===== src/rtl/perceptron_layer_seq.sv =====
// Sequences one shared perceptron over NUM_NEURONS neurons; 3 cycles per neuron, results held stable while res_ready is low.
// Build option SEQ_RELU_EN: clamp negative captured results to zero.
module perceptron_layer_seq #(
    parameter int NUM_NEURONS = 4,
    parameter int ADDR_W      = 6
) (
    input  logic              clk,
    input  logic              rst,
    input  logic              cfg_we,
    input  logic [ADDR_W-1:0] cfg_addr,
    input  logic [7:0]        cfg_data,
    input  logic              start,
    input  logic [7:0]        in_vec,
    output logic              busy,
    output logic              done,
    output logic              res_valid,
    input  logic              res_ready,
    output logic [3:0]        res_idx,
    output logic [7:0]        res_data,
    output logic [7:0]        p_in,
    output logic [63:0]       p_weight,
    output logic [7:0]        p_bias,
    input  logic [7:0]        p_out
);

    localparam int         MAX_N    = 16;
    localparam logic [3:0] LAST_IDX = 4'(NUM_NEURONS - 1);

    typedef enum logic [1:0] {IDLE, ISSUE, CAPT, OUT} state_t;

    state_t     state;
    state_t     state_nx;
    logic [3:0] idx;
    logic [7:0] wt   [MAX_N][8];
    logic [7:0] bias [MAX_N];
    logic [7:0] capt_val;
    logic       accept;
    logic       capture;
    logic       advance;
    logic       finish;

    assign busy      = (state != IDLE);
    assign res_valid = (state == OUT);

    always_ff @(posedge clk or posedge rst) begin
        if (rst) begin
            state <= IDLE;
        end else begin
            state <= state_nx;
        end
    end

    always_comb begin
        state_nx = state;
        accept   = 1'b0;
        capture  = 1'b0;
        advance  = 1'b0;
        finish   = 1'b0;
        case (state)
            IDLE: begin
                if (start) begin
                    state_nx = ISSUE;
                    accept   = 1'b1;
                end
            end
            ISSUE: state_nx = CAPT;
            CAPT: begin
                state_nx = OUT;
                capture  = 1'b1;
            end
            OUT: begin
                if (res_ready) begin
                    if (idx == LAST_IDX) begin
                        state_nx = IDLE;
                        finish   = 1'b1;
                    end else begin
                        state_nx = ISSUE;
                        advance  = 1'b1;
                    end
                end
            end
            default: state_nx = IDLE;
        endcase
    end

`ifdef SEQ_RELU_EN
    assign capt_val = p_out[7] ? 8'h00 : p_out;
`else
    assign capt_val = p_out;
`endif

    always_ff @(posedge clk or posedge rst) begin
        if (rst) begin
            idx      <= 4'd0;
            p_in     <= 8'h00;
            res_idx  <= 4'd0;
            res_data <= 8'h00;
            done     <= 1'b0;
        end else begin
            done <= finish;
            if (accept) begin
                p_in <= in_vec;
                idx  <= 4'd0;
            end else if (advance) begin
                idx <= idx + 4'd1;
            end
            if (capture) begin
                res_data <= capt_val;
                res_idx  <= idx;
            end
        end
    end

    // Slots beyond NUM_NEURONS stay at their reset value of zero.
    always_ff @(posedge clk or posedge rst) begin
        if (rst) begin
            for (int n = 0; n < MAX_N; n++) begin
                bias[n] <= 8'h00;
                for (int k = 0; k < 8; k++) begin
                    wt[n][k] <= 8'h00;
                end
            end
        end else if (cfg_we && !busy) begin
            for (int n = 0; n < NUM_NEURONS; n++) begin
                for (int k = 0; k < 8; k++) begin
                    if (cfg_addr == ADDR_W'(n * 9 + k)) begin
                        wt[n][k] <= cfg_data;
                    end
                end
                if (cfg_addr == ADDR_W'(n * 9 + 8)) begin
                    bias[n] <= cfg_data;
                end
            end
        end
    end

    always_comb begin
        p_weight = 64'h0;
        for (int k = 0; k < 8; k++) begin
            p_weight[8*k +: 8] = wt[idx][k];
        end
    end

    assign p_bias = bias[idx];

endmodule


===== config.mk =====
export PLATFORM = sky130hd
export DESIGN_NAME = perceptron_layer_seq
export DESIGN_NICKNAME = d
export VERILOG_FILES = /design/src/rtl/perceptron_layer_seq.sv
export SDC_FILE = /design/constraint.sdc
export NUM_CORES = 1
export LEC_CHECK = 0
export ABC_CLOCK_PERIOD_IN_PS = 9700
export CAP_MARGIN = 5
export CORE_ASPECT_RATIO = 1.1
export CORE_MARGIN = 2
export CORE_UTILIZATION = 52
export DETAILED_ROUTE_END_ITERATION = 8
export GPL_ROUTABILITY_DRIVEN = 1
export PLACE_DENSITY = 0.76
export SYNTH_ARGS = -nofsm -noshare
export SYNTH_HDL_FRONTEND = slang
export SYNTH_SLANG_ARGS = --single-unit

===== constraint.sdc =====
create_clock -name clk -period 9.7 [get_ports clk]
set_clock_uncertainty 0.15 [all_clocks]
set_input_delay 1.455 -clock clk [delete_from_list [all_inputs] [get_ports clk]]
set_output_delay 1.455 -clock clk [all_outputs]
set_load 0.01 [all_outputs]

## Word-level counts from Yosys, hierarchy flattened

Index checks and enable logic that the tools add are counted.

- Register bits: 315
- Input port bits: 35

- Muxes and demuxes: 21
- Reduce and logical (&&, ||, !) cells: 43
- Add/subtract/negate cells: 1
- Bitwise operators: 1
- Magnitude comparators: 1
- Equal/unequal tests: 41

Operators with widths:

| operator | number |
|---|---|
| $bmux W64 S4 | 1 |
| $mux W64 | 2 |
| $eq A6 B5 Y1 const B | 16 |
| $reduce_and A2 Y1 | 37 |
| $eq A6 B4 Y1 const B | 8 |
| $bmux W8 S4 | 1 |
| $eq A6 B3 Y1 const B | 4 |
| $eq A6 B6 Y1 const B | 4 |
| $mux W8 | 2 |
| $eq A6 B2 Y1 const B | 2 |
| $mux W1 | 10 |
| $mux W4 | 2 |
| $pmux W2 S4 | 1 |
| $eq A6 B1 Y1 const B | 1 |
| $logic_not A6 Y1 | 1 |
| $ge A5 B5 Y1 const B | 1 |
| $not A4 Y5 | 1 |
| $add A4 B1 Y4 const B | 1 |
| $eq A2 B2 Y1 const B | 2 |
| $eq A4 B2 Y1 const B | 1 |
| $mux W2 | 2 |
| $reduce_bool A2 Y1 | 2 |
| $eq A2 B1 Y1 const B | 1 |
| $logic_not A2 Y1 | 1 |
| other kinds (4) | 4 |

## Depth between registers and ports, before layout

Gate-level depths: netlist (run 1).

- Depth in word-level cells: 6
- Mapped depth: 6
- Mapped depth without buffers: 5

## Worst setup path before layout (run 1)

No wires, ideal clock.

- Kind: reg-to-output
- Start point: register idx[0]
- End point: output p_weight[0]
- Buffers on the path: 3
- Arrival time: 1.540 ns
- Data required time: 8.095 ns
- Stages on the path, launching flop included: 6
- Setup slack: 6.555 ns
- Cells stage by stage: dfrtp_1 clkbuf_1 buf_4 buf_4 mux4_2 nor2b_1

- Cells in the longest elaborated chain, start to end: 4

RTL lines:

| item | RTL line | text |
|---|---|---|
| start: declaration | 33 | `logic [3:0] idx;` |
| start signal: assignment | 105 | `idx <= idx + 4'd1;` |
| $not A4 Y5 (not written as such) | 140 | `p_weight[8*k +: 8] = wt[idx][k];` |
| $bmux W64 S4 | 140 |  |
| $mux W64 (2 in series) | - |  |
| end: declaration | 21 | `output logic [63:0] p_weight,` |

No other way between the ends. The select of a mux whose other input is x is not followed.

## Worst setup path in the final report (run 1)

- Start point: register idx[0]
- End point: output p_bias[3]

- Cells in the longest elaborated chain, start to end: 4

RTL lines:

| item | RTL line | text |
|---|---|---|
| $not A4 Y5 (not written as such) | 144 | `assign p_bias = bias[idx];` |
| $bmux W8 S4 | 144 |  |
| $mux W8 (not written as such) (2 in series) | 144 |  |
| end: declaration | 22 | `output logic [7:0] p_bias,` |

No other way between the ends. The select of a mux whose other input is x is not followed.

==> flow_metrics.env, run 1 <==
export IMPL_status="completed"
export IMPL_tightest_slew_ps=1040
export IMPL_endpoint="p_bias[3]"
export IMPL_p_leak_nw=8.20
export IMPL_grt_ovfl_total=0
export IMPL_multiInputGateArea_um2=6410
export IMPL_viasPerCell=5.79
export IMPL_fp_dieW_um=164
export IMPL_clockBufferDepth=3
export IMPL_synthCells=922
export IMPL_cts_setup_buffers=0
export IMPL_p_total_mw=3.87
export IMPL_synth_seq_area_share=0.539
export IMPL_ctsHoldBuffers=0
export IMPL_rsz0062_at_grt="false"
export IMPL_synth_edff_count=0
export IMPL_drv_cap=0
export IMPL_register_area_um2=7890
export IMPL_grt_pass1_vias=9090
export IMPL_drcViolationCount=0
export IMPL_ys_flop_type="dfrtp_1"
export IMPL_yosysUniqueCellTypes=48
export IMPL_tritoncts="yes"
export IMPL_max_freq_ghz=0.195
export IMPL_place_ws_ps=5000
export IMPL_io_buffers=129
export IMPL_design_area_um2=17300
export IMPL_vdd_drop_max_uv=217
export IMPL_routed_wirelength_um=31000
export IMPL_clock_sinks=315
export IMPL_worst_slack_ps=4570
export IMPL_relSlewSlack=0.307
export IMPL_insertion_delay_ps=500
export IMPL_root_buffer="clkbuf_16"
export IMPL_start_util=0.526
export IMPL_first_pass_iters=5
export IMPL_synth_nets=962
export IMPL_finish_utilization=0.623
export IMPL_hold_class="flop to flop"
export IMPL_timing_setup_tns_ps=0
export IMPL_ys_ff_latch=315
export IMPL_slew_viol_final=0
export IMPL_hold_viol_final=0
export IMPL_synth_xor_area_share=0
export IMPL_core_um2=27800
export IMPL_wl_per_cell_um=21.8
export IMPL_ios=130
export IMPL_post_dp_hpwl_um=19000
export IMPL_synthArstFlopShare=1.00
export IMPL_endpoint_kind="output pin"
export IMPL_gp_congestion=0.759
export IMPL_placed_cell_area_um2=16100
export IMPL_setup_violations_final=0
export IMPL_fillers=2014
export IMPL_period_share=0.529
export IMPL_required_ps=8100
export IMPL_timing_rr_end="state[0]$_DFFE_PP0P_"
export IMPL_r2r_cells=5
export IMPL_grt_pass1_wl_um=51200
export IMPL_synth_warnings=864
export IMPL_criticalPathCategory="flop to output pin"
export IMPL_cp_max_fo=45
export IMPL_synth_top_family_by_area="multiplexers"
export IMPL_synthToLayoutAreaGrowth_pct=18.4
export IMPL_power_density_nw_per_um2=223
export IMPL_synth_compound_area_frac=0.00411
export IMPL_drt_iter0_markers=438
export IMPL_timing_rr_start="idx[1]$_DFFE_PP0P_"
export IMPL_synthMuxAreaShare=0.349
export IMPL_start_kind="flop"
export IMPL_synth_simple_area_share=0.0803
export IMPL_grt_usage=0.222
export IMPL_synthAdderAreaFrac=0.00428
export IMPL_cp_startpoint="idx[0]$_DFFE_PP0P_"
export IMPL_arrival_ps=3520
export IMPL_cts_buffers=34
export IMPL_reg2reg_slack_ps=6770
export IMPL_h_tree_depth=2
export IMPL_die_y_um=180
export IMPL_min_period_ps=5130
export IMPL_syn_area_per_cell_um2=15.9
export IMPL_num_rows=64
export IMPL_num_nets_final=1075
export IMPL_synth_area_um2=14600
export IMPL_grt_max_degree=79
export IMPL_dieArea_um2=29500
export IMPL_grt_antenna_before_repair=2
export IMPL_cts_resized=0
export IMPL_vias=8233
export IMPL_cts_clk_slew_worst_paths_ps=60
export IMPL_layout_drive_gt1_share=0.467
export IMPL_final_antenna_net_count=0
final cells by class:
class                           count  share of cell area
Tap cell                          363              0.0262
Sequential cell                   315               0.456
Timing Repair Buffer              141              0.0789
Clock buffer                       48              0.0599
Inverter                            5             0.00130
Multi-Input combinational cell    538               0.370
Clock inverter                     11             0.00766
Antenna cell                        2            0.000289
layer usage:
metal	global-route usage	vias up	routed length [um]	share of wire
met3	0.0390	34	1400	0.045
met2	0.368	183	15500	0.50
met5	0	-	0	0
li1	-	3607	-	-
met4	0.0470	0	485	0.016
met1	0.309	4409	13700	0.44
kinds of logic after synthesis:
kind of cell,Yosys count
and+or+nand+nor,142
muxes,382
buffers and inverters,69
DFF,315
AOI/OAI and AO/OA,9
adders and majority gates,5
through the flow:
stage	hold slack [ps]	cells
global route	360	1422
global placement	314	1362
floorplan	302	922
finish	331	1423
detailed placement	323	1362
CTS	337	1421
how the worst min path moves through the flow:
stage / startpoint / endpoint / depth (start not counted)
floorplan: wt[848]$_DFFE_PP0P_ / wt[848]$_DFFE_PP0P_ / 1
global placement: wt[850]$_DFFE_PP0P_ / wt[850]$_DFFE_PP0P_ / 1
detailed placement: wt[850]$_DFFE_PP0P_ / wt[850]$_DFFE_PP0P_ / 1
CTS: wt[850]$_DFFE_PP0P_ / wt[850]$_DFFE_PP0P_ / 1
global route: wt[781]$_DFFE_PP0P_ / wt[781]$_DFFE_PP0P_ / 1
finish: wt[850]$_DFFE_PP0P_ / wt[850]$_DFFE_PP0P_ / 1
registers in the layout, summed over array words and instances, names as in the netlist:
signal    flops
idx           4
done          1
res_data      8
p_in          8
state         2
bias         32
wt          256
res_idx       4
critical path: stages, from the launching register on:
cell             delay, ps
dfrtp_4                850
buf_4                  850
mux4_2                 630
nor2b_1                150
clkdlybuf4s50_1        520
synth_stat cells (2+ instances only):
library cell,instances,area [um^2]
nand2_2,9,56.3
mux2_2,304,3420
nand3_4,3,52.6
o21ai_0,2,10.0
nand2_1,3,11.3
mux2_1,5,56.3
and4_1,2,17.5
a21oi_1,2,10.0
nor2_2,3,18.8
nand3_1,2,10.0
dfrtp_1,315,7880
inv_1,5,18.8
nor2_1,3,11.3
mux4_2,72,1620
nand4b_2,2,30.0
nand4_4,4,85.1
or3_1,2,12.5
o31ai_1,2,15.0
buf_2,15,75.1
buf_4,10,75.1
nor3b_4,2,37.5
nand3_2,9,90.1
ha_1,5,62.6
nor3_4,4,65.1
clkbuf_1,36,135
nor2b_1,78,488
buf_8,2,30.0
power breakdown:
part | internal (mW) | switching, mW | leakage [nW]
registers | 1.50 | 0.138 | 4.31
logic | 0.525 | 0.376 | 3.30
clock network | 0.824 | 0.506 | 0.581
cell usage in the layout, fill, tap and decap left out, types with 7 or more instances in the layout:
cell type,n
clkbuf_16,37
clkbuf_8,7
clkinv_2,7
nand2_2,9
dfrtp_1,313
buf_4,12
mux4_2,72
nand3_2,9
nor2b_1,78
mux2_2,304
clkdlybuf4s50_1,126
Power figures use the tool's default switching activity.
==> run 2, diff against run 1 <==
- ABC_CLOCK_PERIOD_IN_PS: 9700 -> 4500
- clock period: 9.7 -> 4.5 ns (I/O delays scaled with it)
==> flow_metrics.env, run 2 (synthesized netlist as in run 1, its figures left out) <==
export IMPL_gp_congestion=0.756
export IMPL_grt_max_degree=100
export IMPL_pwr_share_clk=0.332
export IMPL_core_um2=27800
export IMPL_routed_wirelength_um=30900
export IMPL_cts_setup_buffers=0
export IMPL_arrival_ps=3060
export IMPL_grt_antenna_before_repair=1
export IMPL_tritoncts="yes"
export IMPL_finish_utilization=0.625
export IMPL_min_path_cells=1
export IMPL_cts_clk_slew_worst_paths_ps=60
export IMPL_insertion_delay_ps=500
export IMPL_drt_iter0_markers=408
export IMPL_cts_resized=0
export IMPL_tightest_slew_ps=1120
export IMPL_cts_buffers=34
export IMPL_vdd_drop_max_uv=373
export IMPL_num_nets_final=1083
export IMPL_min_period_ps=3890
export IMPL_place_ws_ps=1080
export IMPL_reg_largest_list="wt (256), bias (32)"
export IMPL_largest_reg_flops=256
export IMPL_worst_slack_ps=612
export IMPL_drcViolationCount=0
export IMPL_slew_viol_final=0
export IMPL_grt_usage=0.219
export IMPL_drv_cap=0
export IMPL_ctsHoldBuffers=0
export IMPL_register_area_um2=7890
export IMPL_relSlewSlack=0.252
export IMPL_criticalPathCategory="flop to output pin"
export IMPL_viasPerCell=5.77
export IMPL_p_leak_nw=8.21
export IMPL_fillers=2066
export IMPL_fin_cells=1428
export IMPL_root_buffer="clkbuf_16"
export IMPL_p_int_mw=6.04
export IMPL_start_util=0.526
export IMPL_h_tree_depth=2
export IMPL_period_share=0.864
export IMPL_p_sw_frac=0.266
export IMPL_max_freq_ghz=0.257
export IMPL_dp_cells=1370
export IMPL_timing_setup_tns_ps=0
export IMPL_final_antenna_net_count=0
export IMPL_crit_chain="buf_4 > mux4_2 > nor2b_1 > clkdlybuf4s50_1"
export IMPL_largest_register="wt"
export IMPL_wl_met1_um=13600
export IMPL_synthToLayoutAreaGrowth_pct=18.7
export IMPL_multiInputGateArea_um2=6410
export IMPL_die_y_um=180
export IMPL_critPathSlowestCell="dfrtp_4"
export IMPL_crit_path_max_incr_delay_ps=920
export IMPL_p_total_mw=8.22
export IMPL_required_ps=3670
export IMPL_power_density_nw_per_um2=474
export IMPL_met2WireLength_um=15500
export IMPL_mostFrequentLayoutCell="dfrtp_1"
export IMPL_hold_viol_final=0
export IMPL_wl_per_cell_um=21.7
export IMPL_hold_class="flop to flop"
export IMPL_topRoutingLayerUsed="met4"
export IMPL_hold_path_end="wt[850]$_DFFE_PP0P_"
export IMPL_timing_rr_start="state[0]$_DFFE_PP0P_"
export IMPL_status="completed"
export IMPL_clockBufferDepth=3
export IMPL_comb_power_share=0.233
export IMPL_dieArea_um2=29500
export IMPL_cp_max_fo=39
export IMPL_grt_pass1_wl_um=50300
export IMPL_num_rows=64
export IMPL_io_buffers=129
export IMPL_r2r_cells=5
export IMPL_first_pass_iters=4
export IMPL_rsz0062_at_grt="false"
export IMPL_vias=8243
export IMPL_dr_wl_met3_um=1320
export IMPL_switching_power_mw=2.19
export IMPL_grt_pass1_vias=8924
export IMPL_min_from="wt[850]$_DFFE_PP0P_"
export IMPL_design_area_um2=17400
export IMPL_post_dp_hpwl_um=19200
export IMPL_clock_sinks=315
export IMPL_ios=130
export IMPL_timing_rr_end="wt[960]$_DFFE_PP0P_"
export IMPL_start_kind="flop"
export IMPL_grt_ovfl_total=0
export IMPL_final_cell_mix="dfrtp_1, mux2_2, clkdlybuf4s50_1, nor2b_1, mux4_2"
export IMPL_endpoint_kind="output pin"
export IMPL_power_frac_seq=0.435
export IMPL_placed_cell_area_um2=16300
export IMPL_layout_drive_gt1_share=0.461
export IMPL_hold_slack_ps=341
export IMPL_fp_dieW_um=164
export IMPL_reg2reg_slack_ps=1660
export IMPL_setup_violations_final=0
run 2: cell types whose count changed in the layout (fill, tap and decap cells not counted):
cell             before  now
diode_2               2    1
buf_2                 3    1
clkinvlp_4            2    1
clkbuf_16            37   35
inv_6                 0    1
clkinv_2              7    4
clkdlybuf4s50_1     126  128
buf_4                12   14
buf_12                0    6
clkbuf_8              7    3
clkbuf_1              4   11
run 2: worst max path at each step:
stage	start	endpoint	slack (ps)
floorplan	rst	bias[100]$_DFFE_PP0P_	-520
global placement	idx[0]$_DFFE_PP0P_	p_weight[50]	1090
detailed placement	idx[0]$_DFFE_PP0P_	p_weight[48]	1080
CTS	idx[0]$_DFFE_PP0P_	p_weight[48]	540
global route	idx[0]$_DFFE_PP0P_	p_weight[48]	410
finish	idx[0]$_DFFE_PP0P_	p_weight[48]	610
run 2: area by class of cell:
cell class / count / area share
Antenna cell: 1 / 0.000144
Inverter: 5 / 0.00130
Multi-Input combinational cell: 538 / 0.369
Clock inverter: 8 / 0.00684
Timing Repair Buffer: 149 / 0.0870
Clock buffer: 49 / 0.0552
Sequential cell: 315 / 0.454
Tap cell: 363 / 0.0262
run 2: critical path, delay by kind of cell (launching register included):
kind | cells | cell delay (ps)
buffers and inverters | 2 | 910
DFF | 1 | 920
and+or+nand+nor | 1 | 140
muxes | 1 | 520
run 2: routing by layer:
layer / GRT usage / vias up
met4: 0.0467 / 0
li1: - / 3623
met3: 0.0431 / 38
met1: 0.299 / 4428
met2: 0.366 / 154
met5: 0 / -
run 2: power groups by stage:
stage / Combinational, mW / Clock, mW / Sequential (mW)
floorplan: 1.35 / 0 / 3.45
global placement: 1.91 / 0 / 3.61
detailed placement: 1.94 / 0 / 3.63
CTS: 1.95 / 2.78 / 3.58
global route: 2.07 / 2.90 / 3.64
finish: 1.92 / 2.73 / 3.58
